[src/rtl/ctrl_pkg.sv]
// Shared encodings and the control bundle for the pipelined MIPS main control unit.
package ctrl_pkg;

    localparam logic [5:0] OP_RTYPE  = 6'b000000;
    localparam logic [5:0] OP_REGIMM = 6'b000001;
    localparam logic [5:0] OP_J      = 6'b000010;
    localparam logic [5:0] OP_JAL    = 6'b000011;
    localparam logic [5:0] OP_BEQ    = 6'b000100;
    localparam logic [5:0] OP_BNE    = 6'b000101;
    localparam logic [5:0] OP_ANDI   = 6'b001100;
    localparam logic [5:0] OP_ORI    = 6'b001101;
    localparam logic [5:0] OP_LUI    = 6'b001111;
    localparam logic [5:0] OP_LB     = 6'b100000;
    localparam logic [5:0] OP_LH     = 6'b100001;
    localparam logic [5:0] OP_LW     = 6'b100011;
    localparam logic [5:0] OP_SB     = 6'b101000;
    localparam logic [5:0] OP_SH     = 6'b101001;
    localparam logic [5:0] OP_SW     = 6'b101011;
    localparam logic [5:0] FN_JR     = 6'b001000;
    localparam logic [4:0] RT_BGEZ   = 5'b00001;

    typedef enum logic [1:0] {
        MEM_NONE = 2'b00, MEM_WORD = 2'b01, MEM_BYTE = 2'b10, MEM_HALF = 2'b11
    } mem_size_t;

    typedef enum logic [1:0] {
        BR_NONE = 2'b00, BR_BEQ = 2'b01, BR_BNE = 2'b10, BR_BGEZ = 2'b11
    } branch_t;

    typedef enum logic [1:0] {
        M2R_ALU = 2'b00, M2R_MEM = 2'b01, M2R_PC4 = 2'b10
    } m2r_t;

    typedef enum logic [1:0] {
        JS_SEQ = 2'b00, JS_TARGET = 2'b01, JS_RS = 2'b11
    } jump_sel_t;

    typedef enum logic [2:0] {
        ALU_ADD   = 3'd0, ALU_SUB = 3'd1, ALU_AND = 3'd2,
        ALU_OR    = 3'd3, ALU_LUI = 3'd4, ALU_FUNCT = 3'd5
    } alu_op_t;

    typedef struct packed {
        logic      reg_write;
        m2r_t      mem_to_reg;
        mem_size_t mem_read;
        mem_size_t mem_write;
        branch_t   branch;
        alu_op_t   alu_op;
        logic      alu_src;
    } ctrl_bundle_t;

    localparam ctrl_bundle_t CTRL_BUBBLE = '0;

    // Loads and stores share the size in the low two opcode bits (11 word, 00 byte, 01 half).
    function automatic mem_size_t op_mem_size(input logic [5:0] op);
        case (op[1:0])
            2'b11:   return MEM_WORD;
            2'b00:   return MEM_BYTE;
            2'b01:   return MEM_HALF;
            default: return MEM_NONE;
        endcase
    endfunction

endpackage

[src/rtl/pipe_ctrl_unit_decode.sv]
// Combinational ID-stage decoder: opcode/funct/rt to control bundle, destination and legality.
import ctrl_pkg::*;

module ctrl_decode #(
    parameter int RA_W     = 5,
    parameter int LINK_REG = 31
) (
    input  logic [5:0]      opcode,
    input  logic [5:0]      funct,
    input  logic [RA_W-1:0] rt,
    input  logic [RA_W-1:0] rd,
    output ctrl_bundle_t    bundle,
    output logic [RA_W-1:0] dst,
    output logic            legal,
    output logic            reads_rt,
    output jump_sel_t       jump
);

    localparam logic [RA_W-1:0] LINK = RA_W'(LINK_REG);

    always_comb begin
        bundle   = CTRL_BUBBLE;
        dst      = '0;
        legal    = 1'b1;
        reads_rt = 1'b0;
        jump     = JS_SEQ;
        case (opcode)
            OP_RTYPE: begin
                reads_rt = 1'b1;
                if (funct == FN_JR) begin
                    jump = JS_RS;
                end else begin
                    bundle.reg_write = 1'b1;
                    bundle.alu_op    = ALU_FUNCT;
                    dst              = rd;
                end
            end
            OP_LW, OP_LB, OP_LH: begin
                bundle.reg_write  = 1'b1;
                bundle.mem_to_reg = M2R_MEM;
                bundle.mem_read   = op_mem_size(opcode);
                bundle.alu_src    = 1'b1;
                dst               = rt;
            end
            OP_SW, OP_SB, OP_SH: begin
                reads_rt          = 1'b1;
                bundle.mem_write  = op_mem_size(opcode);
                bundle.alu_src    = 1'b1;
            end
            OP_ANDI, OP_ORI, OP_LUI: begin
                bundle.reg_write = 1'b1;
                bundle.alu_src   = 1'b1;
                bundle.alu_op    = (opcode == OP_ANDI) ? ALU_AND :
                                   (opcode == OP_ORI)  ? ALU_OR  : ALU_LUI;
                dst              = rt;
            end
            OP_BEQ, OP_BNE: begin
                reads_rt      = 1'b1;
                bundle.branch = (opcode == OP_BEQ) ? BR_BEQ : BR_BNE;
                bundle.alu_op = ALU_SUB;
            end
            // REGIMM only defines bgez; every other rt code is illegal.
            OP_REGIMM: begin
                if (rt == RA_W'(RT_BGEZ)) begin
                    bundle.branch = BR_BGEZ;
                    bundle.alu_op = ALU_SUB;
                end else begin
                    legal = 1'b0;
                end
            end
            OP_J: jump = JS_TARGET;
            OP_JAL: begin
                jump              = JS_TARGET;
                bundle.reg_write  = 1'b1;
                bundle.mem_to_reg = M2R_PC4;
                dst               = LINK;
            end
            default: legal = 1'b0;
        endcase
    end

endmodule

[src/rtl/pipe_ctrl_unit.sv]
// Pipelined main control: ID decode, ID/EX -> EX/MEM -> MEM/WB control registers, stall/flush/freeze.
import ctrl_pkg::*;

module pipe_ctrl_unit #(
    parameter int RA_W      = 5,
    parameter int LINK_REG  = 31,
    parameter int HAZARD_EN = 1
) (
    input  logic            clk,
    input  logic            rst_n,
    input  logic [5:0]      opcode,
    input  logic [5:0]      funct,
    input  logic [RA_W-1:0] id_rs,
    input  logic [RA_W-1:0] id_rt,
    input  logic [RA_W-1:0] id_rd,
    input  logic            branch_taken,
    input  logic            mem_busy,
    output logic            pc_write,
    output logic            ifid_write,
    output logic            ifid_flush,
    output logic [2:0]      ex_alu_op,
    output logic            ex_alu_src,
    output logic [1:0]      ex_branch,
    output logic [RA_W-1:0] ex_dst,
    output logic [1:0]      mem_read,
    output logic [1:0]      mem_write,
    output logic            wb_reg_write,
    output logic [1:0]      wb_mem_to_reg,
    output logic [RA_W-1:0] wb_dst,
    output logic [1:0]      jump_sel,
    output logic            illegal_op
);

    ctrl_bundle_t    id_bundle;
    logic [RA_W-1:0] id_dst;
    logic            id_legal;
    logic            id_reads_rt;
    jump_sel_t       id_jump;

    ctrl_decode #(.RA_W(RA_W), .LINK_REG(LINK_REG)) u_decode (
        .opcode   (opcode),
        .funct    (funct),
        .rt       (id_rt),
        .rd       (id_rd),
        .bundle   (id_bundle),
        .dst      (id_dst),
        .legal    (id_legal),
        .reads_rt (id_reads_rt),
        .jump     (id_jump)
    );

    ctrl_bundle_t    ctl_p0;
    logic [RA_W-1:0] dst_p0;
    logic            illegal_p0;
    mem_size_t       mem_read_p1;
    mem_size_t       mem_write_p1;
    logic            reg_write_p1;
    m2r_t            mem_to_reg_p1;
    logic [RA_W-1:0] dst_p1;
    logic            reg_write_p2;
    m2r_t            mem_to_reg_p2;
    logic [RA_W-1:0] dst_p2;

    logic load_use;
    logic kill_id;

    assign load_use = (HAZARD_EN != 0) && (ctl_p0.mem_read != MEM_NONE) && (dst_p0 != '0)
                      && ((dst_p0 == id_rs) || (id_reads_rt && (dst_p0 == id_rt)));
    assign kill_id  = branch_taken || load_use;

    always_comb begin
        pc_write   = 1'b1;
        ifid_write = 1'b1;
        ifid_flush = 1'b0;
        jump_sel   = JS_SEQ;
        if (rst_n) begin
            if (mem_busy) begin
                pc_write   = 1'b0;
                ifid_write = 1'b0;
            end else if (branch_taken) begin
                ifid_flush = 1'b1;
            end else if (load_use) begin
                pc_write   = 1'b0;
                ifid_write = 1'b0;
            end else if (id_jump != JS_SEQ) begin
                jump_sel   = id_jump;
                ifid_flush = 1'b1;
            end
        end
        // Software-scheduled builds never gate the front end.
        if (HAZARD_EN == 0) begin
            pc_write   = 1'b1;
            ifid_write = 1'b1;
        end
    end

    always_ff @(posedge clk) begin
        if (!rst_n) begin
            ctl_p0        <= CTRL_BUBBLE;
            dst_p0        <= '0;
            illegal_p0    <= 1'b0;
            mem_read_p1   <= MEM_NONE;
            mem_write_p1  <= MEM_NONE;
            reg_write_p1  <= 1'b0;
            mem_to_reg_p1 <= M2R_ALU;
            dst_p1        <= '0;
            reg_write_p2  <= 1'b0;
            mem_to_reg_p2 <= M2R_ALU;
            dst_p2        <= '0;
        end else if (!mem_busy) begin
            // ID -> EX
            ctl_p0        <= kill_id ? CTRL_BUBBLE : id_bundle;
            dst_p0        <= kill_id ? '0 : id_dst;
            illegal_p0    <= !kill_id && !id_legal;
            // EX -> MEM
            mem_read_p1   <= ctl_p0.mem_read;
            mem_write_p1  <= ctl_p0.mem_write;
            reg_write_p1  <= ctl_p0.reg_write;
            mem_to_reg_p1 <= ctl_p0.mem_to_reg;
            dst_p1        <= dst_p0;
            // MEM -> WB
            reg_write_p2  <= reg_write_p1;
            mem_to_reg_p2 <= mem_to_reg_p1;
            dst_p2        <= dst_p1;
        end
    end

    assign ex_alu_op     = ctl_p0.alu_op;
    assign ex_alu_src    = ctl_p0.alu_src;
    assign ex_branch     = ctl_p0.branch;
    assign ex_dst        = dst_p0;
    assign illegal_op    = illegal_p0;
    assign mem_read      = mem_read_p1;
    assign mem_write     = mem_write_p1;
    assign wb_reg_write  = reg_write_p2;
    assign wb_mem_to_reg = mem_to_reg_p2;
    assign wb_dst        = dst_p2;

endmodule

[config.mk]
export PLATFORM = sky130hd
export DESIGN_NAME = pipe_ctrl_unit
export DESIGN_NICKNAME = d
export VERILOG_FILES = /design/src/rtl/ctrl_pkg.sv /design/src/rtl/pipe_ctrl_unit_decode.sv /design/src/rtl/pipe_ctrl_unit.sv
export SDC_FILE = /design/constraint.sdc
export NUM_CORES = 1
export LEC_CHECK = 0
export ABC_AREA = 1
export BUFFER_PORTS_ARGS = -buffer_cell sky130_fd_sc_hd__buf_2
export CAP_MARGIN = 20
export CORE_UTILIZATION = 50
export CTS_BUF_LIST = sky130_fd_sc_hd__clkbuf_8 sky130_fd_sc_hd__clkbuf_16
export CTS_CLUSTER_SIZE = 28
export DETAILED_ROUTE_END_ITERATION = 12
export PLACE_DENSITY = 0.73
export SLEW_MARGIN = 20
export SYNTH_ARGS = -nofsm -noshare
export SYNTH_HDL_FRONTEND = slang
export SYNTH_HIERARCHICAL = 1
export SYNTH_SLANG_ARGS = --single-unit
[constraint.sdc]
create_clock -name clk -period 4.37 [get_ports clk]
set_clock_uncertainty 0.2 [all_clocks]
set_input_delay 0.437 -clock clk [delete_from_list [all_inputs] [get_ports clk]]
set_output_delay 0.437 -clock clk [all_outputs]
set_load 0.02 [all_outputs]
Word level (Yosys, flattened, before mapping)
Index checks and enable logic that the tools add are counted.
Word-level totals
  word-level logic and storage cells: 97
  bits of input ports: 31
  register bits after elaboration: 39
  output and inout port bits: 29
Cells by class
  mux-type cells: 37
  eq/ne operators: 20
  reduce and logical (&&, ||, !) cells: 23
Operator list (number)
  $eq A6 B6 Y1 const B: 6
  $eq A6 B4 Y1 const B: 4
  $mux W2: 9
  $mux W5: 3
  $pmux W5 S3: 1
  $reduce_or A14 Y1: 1
  $mux W1: 13
  $mux W13: 1
  $eq A6 B2 Y1 const B: 2
  $eq A6 B3 Y1 const B: 2
  $pmux W2 S2: 3
  $pmux W3 S4: 1
  $reduce_or A6 Y1: 2
  $eq A5 B5 Y1: 2
  $mux W3: 3
  $reduce_or A3 Y1: 3
  $reduce_or A9 Y1: 1
  $reduce_or A7 Y1: 1
  $eq A6 B1 Y1 const B: 1
  $logic_not A6 Y1: 1
  $pmux W2 S3: 1
  $eq A5 B1 Y1 const B: 1
  $reduce_bool A5 Y1: 1
  $logic_and A1 B1 Y1: 4
  other kinds (8): 13

Longest topological paths before layout
  depth after elaboration: 10
  gate-level depth with buffers: 14
  mapped depth without buffers: 12

Cells and area by module
Netlist, hierarchy kept.
By module, submodules not included
  pipe_ctrl_unit: cells each 278, seq. area each 780.7 sq um, area each 1826.8 sq um, instances 1
  ctrl_decode: cells each 93, seq. area each 0.0 sq um, area each 445.4 sq um, instances 1

Worst setup path after synthesis
No wires, ideal clock.
  path kind: input to output
  start: in opcode[5]
  end: out pc_write
  path buffers: 2
  data required time: 3733 ps
  slack: 1885 ps
  stages on the path: 14
  data arrival time: 1848 ps
  path through: nor2_4 inv_1 nor2_2 nand2_1 nand3_1 nand2_1 nor2_1 nand3_1 nand2_1 nand2_2 buf_6 o21ai_2 nand2_1 buf_4
Between the ends
  cells in the longest elaborated chain, start to end: 10
  elaborated cells on any way between the ends: 15
  classes of those cells: 5 x eq/ne; 5 x mux; 5 x reduce/logical
RTL lines
  start: declaration: line pipe_ctrl_unit.sv:11  | input logic [5:0] opcode,
  $eq A6 B6 Y1, or another cell as far along: line pipe_ctrl_unit_decode.sv:27  | case (opcode)
  $reduce_or A6 Y1 (no line) (*)
  $mux W1 (*): line pipe_ctrl_unit_decode.sv:27
  named net id_reads_rt: line pipe_ctrl_unit.sv:37  | logic id_reads_rt;
  $logic_and A1 B1 Y1 (*): line pipe_ctrl_unit.sv:68  | && ((dst_p0 == id_rs) || (id_reads_rt && (dst_p0 == id_rt)));
  $logic_or A1 B1 Y1 (*): line pipe_ctrl_unit.sv:68
  $logic_and A1 B1 Y1 (*): line pipe_ctrl_unit.sv:68
  $mux W1 (*) (4 in series)
  end: declaration: line pipe_ctrl_unit.sv:18  | output logic pc_write,
The timed path passes the listed nets; every way through them passes the cells marked *.

Worst setup path in the final report
  start: in opcode[5]
  end: out pc_write
Between the ends
  cells in the longest elaborated chain, start to end: 10
  elaborated cells on any way between the ends: 15
  classes of those cells: 5 x eq/ne; 5 x mux; 5 x reduce/logical
RTL lines
  $eq A6 B6 Y1, or another cell as far along: line pipe_ctrl_unit_decode.sv:27
  $reduce_or A6 Y1 (no line) (*)
  $mux W1 (*): line pipe_ctrl_unit_decode.sv:27
  named net id_reads_rt: line pipe_ctrl_unit.sv:37
  $logic_and A1 B1 Y1 (*): line pipe_ctrl_unit.sv:68
  $logic_or A1 B1 Y1 (*): line pipe_ctrl_unit.sv:68
  $logic_and A1 B1 Y1 (*): line pipe_ctrl_unit.sv:68
  $mux W1 (*): line pipe_ctrl_unit.sv:82  | end else if (load_use) begin
  $mux W1 (*): line pipe_ctrl_unit.sv:80  | end else if (branch_taken) begin
  $mux W1 (*): line pipe_ctrl_unit.sv:77  | if (mem_busy) begin
  $mux W1 (*): line pipe_ctrl_unit.sv:76  | if (rst_n) begin
Marks and branches as above.

==> summary by stage <==
Clocking
The number of buffers created by CTS is 5. For this design, the sink count on the clock tree is 39. At the later pin of the worst-skew pair, clock insertion delay measures 0.30 ns. The H-tree generated during clock tree synthesis spans 2 levels. The clock passes through at most 2 buffers. Buffers inserted to repair hold after CTS numbered 0. Clock-pin slew was measured on the worst setup and hold paths at 0.08 ns. The root buffer selected by CTS is clkbuf_8. The count of cells resized by post-cts repair is 0. The number of buffers inserted by post-CTS setup repair is 0. The TritonCTS clock tree is built.

Setup path
The type of the worst setup path is in -> out. The maximum fanout along the worst path is 22. The biggest cell delay along the critical path is 0.23 ns.

The signal on the critical path passes through buf_2, nor2_4, inv_1, nor2_2, nand2_1, nand3_1, nand2_1, nor2_1, nand3_1, nand2_1, nand2_2, o21ai_2, nand2_1, buf_2. The slowest cell on the critical path is nand2_2. The length in cells of the worst reg-to-reg path is 9. The required arrival time at the worst endpoint is 3.73 ns.

The startpoint identified for the worst register-to-register timing path is ex_dst[3]. The sort of element at the start of the critical path is an input pin. The endpoint identified for the worst register-to-register timing path is ex_dst[2]. Data on the critical path arrives at its endpoint at 2.09 ns. In this run the worst setup path begins at opcode[5]. The critical path ends at pc_write. The kind of end point of the critical path is an output port. The worst register-to-register path has a setup slack of 2.61 ns. The cell repeated most along the worst path is nand2_1.

Final layout
The number of flip-flops under the largest register name is 7. The number of filler cells placed in the layout is 455. The finished layout holds 470 standard cells, fillers aside.

The register bank with the most flops is ctl_p0. The finished cells cover 2630 um^2. In the final layout, the share of cells above drive strength 1 is 22.0%. Compared with the post-synthesis result, the final layout area differs by 15.9%.

The number of antenna diodes in the final layout is 0. The net total in the final layout is 448.

Drt
The count of antenna-violating nets left after detailed routing is 0. In this run, the number of DRC markers left after iteration 0 of detailed routing was 106. After detailed routing, the number of remaining DRC violations is 0. After detailed routing, the total wire length is 5.12 mm. In the final routed layout, each cell accounts on average for 10.9 um. The number of iterations in the first detailed-routing pass is 4.

After detailed routing, the number of vias per cell comes to 4.84. The total number of vias is 2273.

Synth
The count of warnings emitted by yosys is 6. The most frequent cell after synthesis is nand2_1. The post-synthesis cell type with the largest combined area is dfxtp_1.

The most used flip-flop cell after synthesis is dfxtp_1. Synthesis produced 371 cells. The post-synthesis instance area is 2270 um^2. Summed over its instances, the top area cell type makes up 34.4% of the synthesized netlist area. The number of different library cells used by synthesis comes to 25.

The synthesized design contains 39 register bits. The portion of the post-synthesis area used by sequential elements is 34.4%. The async set or reset register ratio after synthesis is 0%. By count the netlist is led by nand2_1, nor2_1, inv_1. By area the synthesized netlist is led by dfxtp_1, nand2_1, nor2_1.

In this run the mean area of a mapped cell was 6.12 um^2. The synthesized design contains 0 enable-type register cells. Synthesis produced a netlist with a net count of 402.

Die
The height of the die is 69.4 um. The total area inside the core boundary comes to 4350 um^2. The initial core utilization is 52.2%.

The die covers 4820 um^2. The die boundary width is 69.4 um. In this run the core area contains 24 standard-cell rows.

Pin placement for this block handled 60 I/O pins.

Place
The half-perimeter wire length after detailed placement is 3.86 mm. The placed cell area is 2520 um^2. Once placement completed, the tool counted placed cells totaling 462. The total of buffers placed on input and output ports is 59. At the end of routability-driven placement, the weighted congestion stood at 0.994.

Timing
The number of hold violations in the final report is 0. The highest attainable clock frequency is 367 MHz. In this run the tightest slew margin relative to its limit is 44.8%. The smallest clock period supported by the final layout is computed as 2.73 ns. The total negative slack is 0 ns.

Setup repair after global routing left no endpoint under its margin. The final cycle utilization of the critical path is 62.4%. The total of endpoints with negative setup slack in the final report is 0. The slew at the pin closest to its max-slew limit is 0.828 ns.

The number of pins exceeding their max-slew limit in the final report is 0.

GRT
The largest net degree at the start of global routing is 55. The initial antenna violation count came to 0. The via count of the first global-routing pass is 2059. Global routing finished with a remaining overflow of 0.

The first global-routing pass estimated 8.91 mm of wire. In the global route stage, overall resource usage came out at 22.6%.

Power and ir drop
The peak ir drop on the vdd network is 150 uV. For this design the ratio of total power to cell area is 298 nW/um^2. The cell leakage power is 0.00133 uW.

Hold path
The startpoint of the worst hold path is ctl_p0[10]. The path class of the tightest hold or removal check is reg -> reg. The cell depth of the worst hold path is 2.

Status
The flow ran to the end, and the final reports show no timing, DRC or antenna violations.

Flow run
The number of maximum-capacitance violations is 0.
-- how the worst min path moves through the flow --
stage / slack [ns] / endpoint
detailed placement: 0.25 / illegal_op
CTS: 0.27 / ctl_p0[10]
global placement: 0.25 / ex_alu_op[0]
global route: 0.29 / ctl_p0[10]
finish: 0.27 / ctl_p0[10]
floorplan: 0.24 / ex_alu_op[0]
-- placed cells by master, fill, tap and decap left out, drive strengths merged --
master | Yosys | routed
a31oi | 1 | 1
dfxtp | 39 | 39
clkinv | 2 | 4
nor2 | 77 | 77
xnor2 | 1 | 1
inv | 55 | 55
nor3 | 3 | 3
buf | 12 | 60
a21oi | 24 | 24
clkbuf | 9 | 5
nand4 | 4 | 4
nand3 | 38 | 38
nand2 | 80 | 80
o21ai | 24 | 24
o22ai | 2 | 2
bufinv | 0 | 1
-- power by group --
part	internal [uW]	switching [uW]
logic	37.6	73.3
clock network	170	132
registers	367	5.43
total	575	211
-- cell families (layout without fill, tap and decap cells) --
kind of cell,Yosys count,after routing,synth area share (%)
AND/OR/NAND/NOR,202,202,38.8
buffers and inverters,78,125,14.7
AO/OA/AOI/OAI,51,51,11.7
flip-flops,39,39,34.4
XOR/XNOR,1,1,0.386
-- metal layers --
metal,vias to the layer above,track usage (%),wire [um]
met5,-,0,0
li1,1235,-,-
met1,984,26.9,2360
met2,45,39.9,2470
met3,9,4.22,176
met4,0,9.07,112
-- critical path: cells and delay by family --
family	cells	cell delay (ns)
AND/OR/NAND/NOR	10	1.04
AO/OA/AOI/OAI	1	0.21
buffers and inverters	3	0.39
-- through the flow --
stage                     worst slack [ns]  power (uW)  hold slack, ns  util, %
after floorplan                       1.88         455           0.237        -
after global placement                1.65         490           0.247     57.9
after detailed placement              1.62         492           0.252     57.9
after CTS                             1.62         792           0.267     60.5
after global routing                  1.41         820           0.287     60.5
final                                 1.64         785           0.265     60.5
-- cell type report --
type	count	area [um^2]	share of cell area, %
clock buffer	5	68.8	2.61
clock inverter	3	43.8	1.66
inverter	57	214	8.13
multi-input combinational	254	1160	44.0
sequential	39	781	29.7
tap	52	65.1	2.47
timing repair buffer	60	303	11.5
Note: power is estimated with default switching activity, not from simulation.
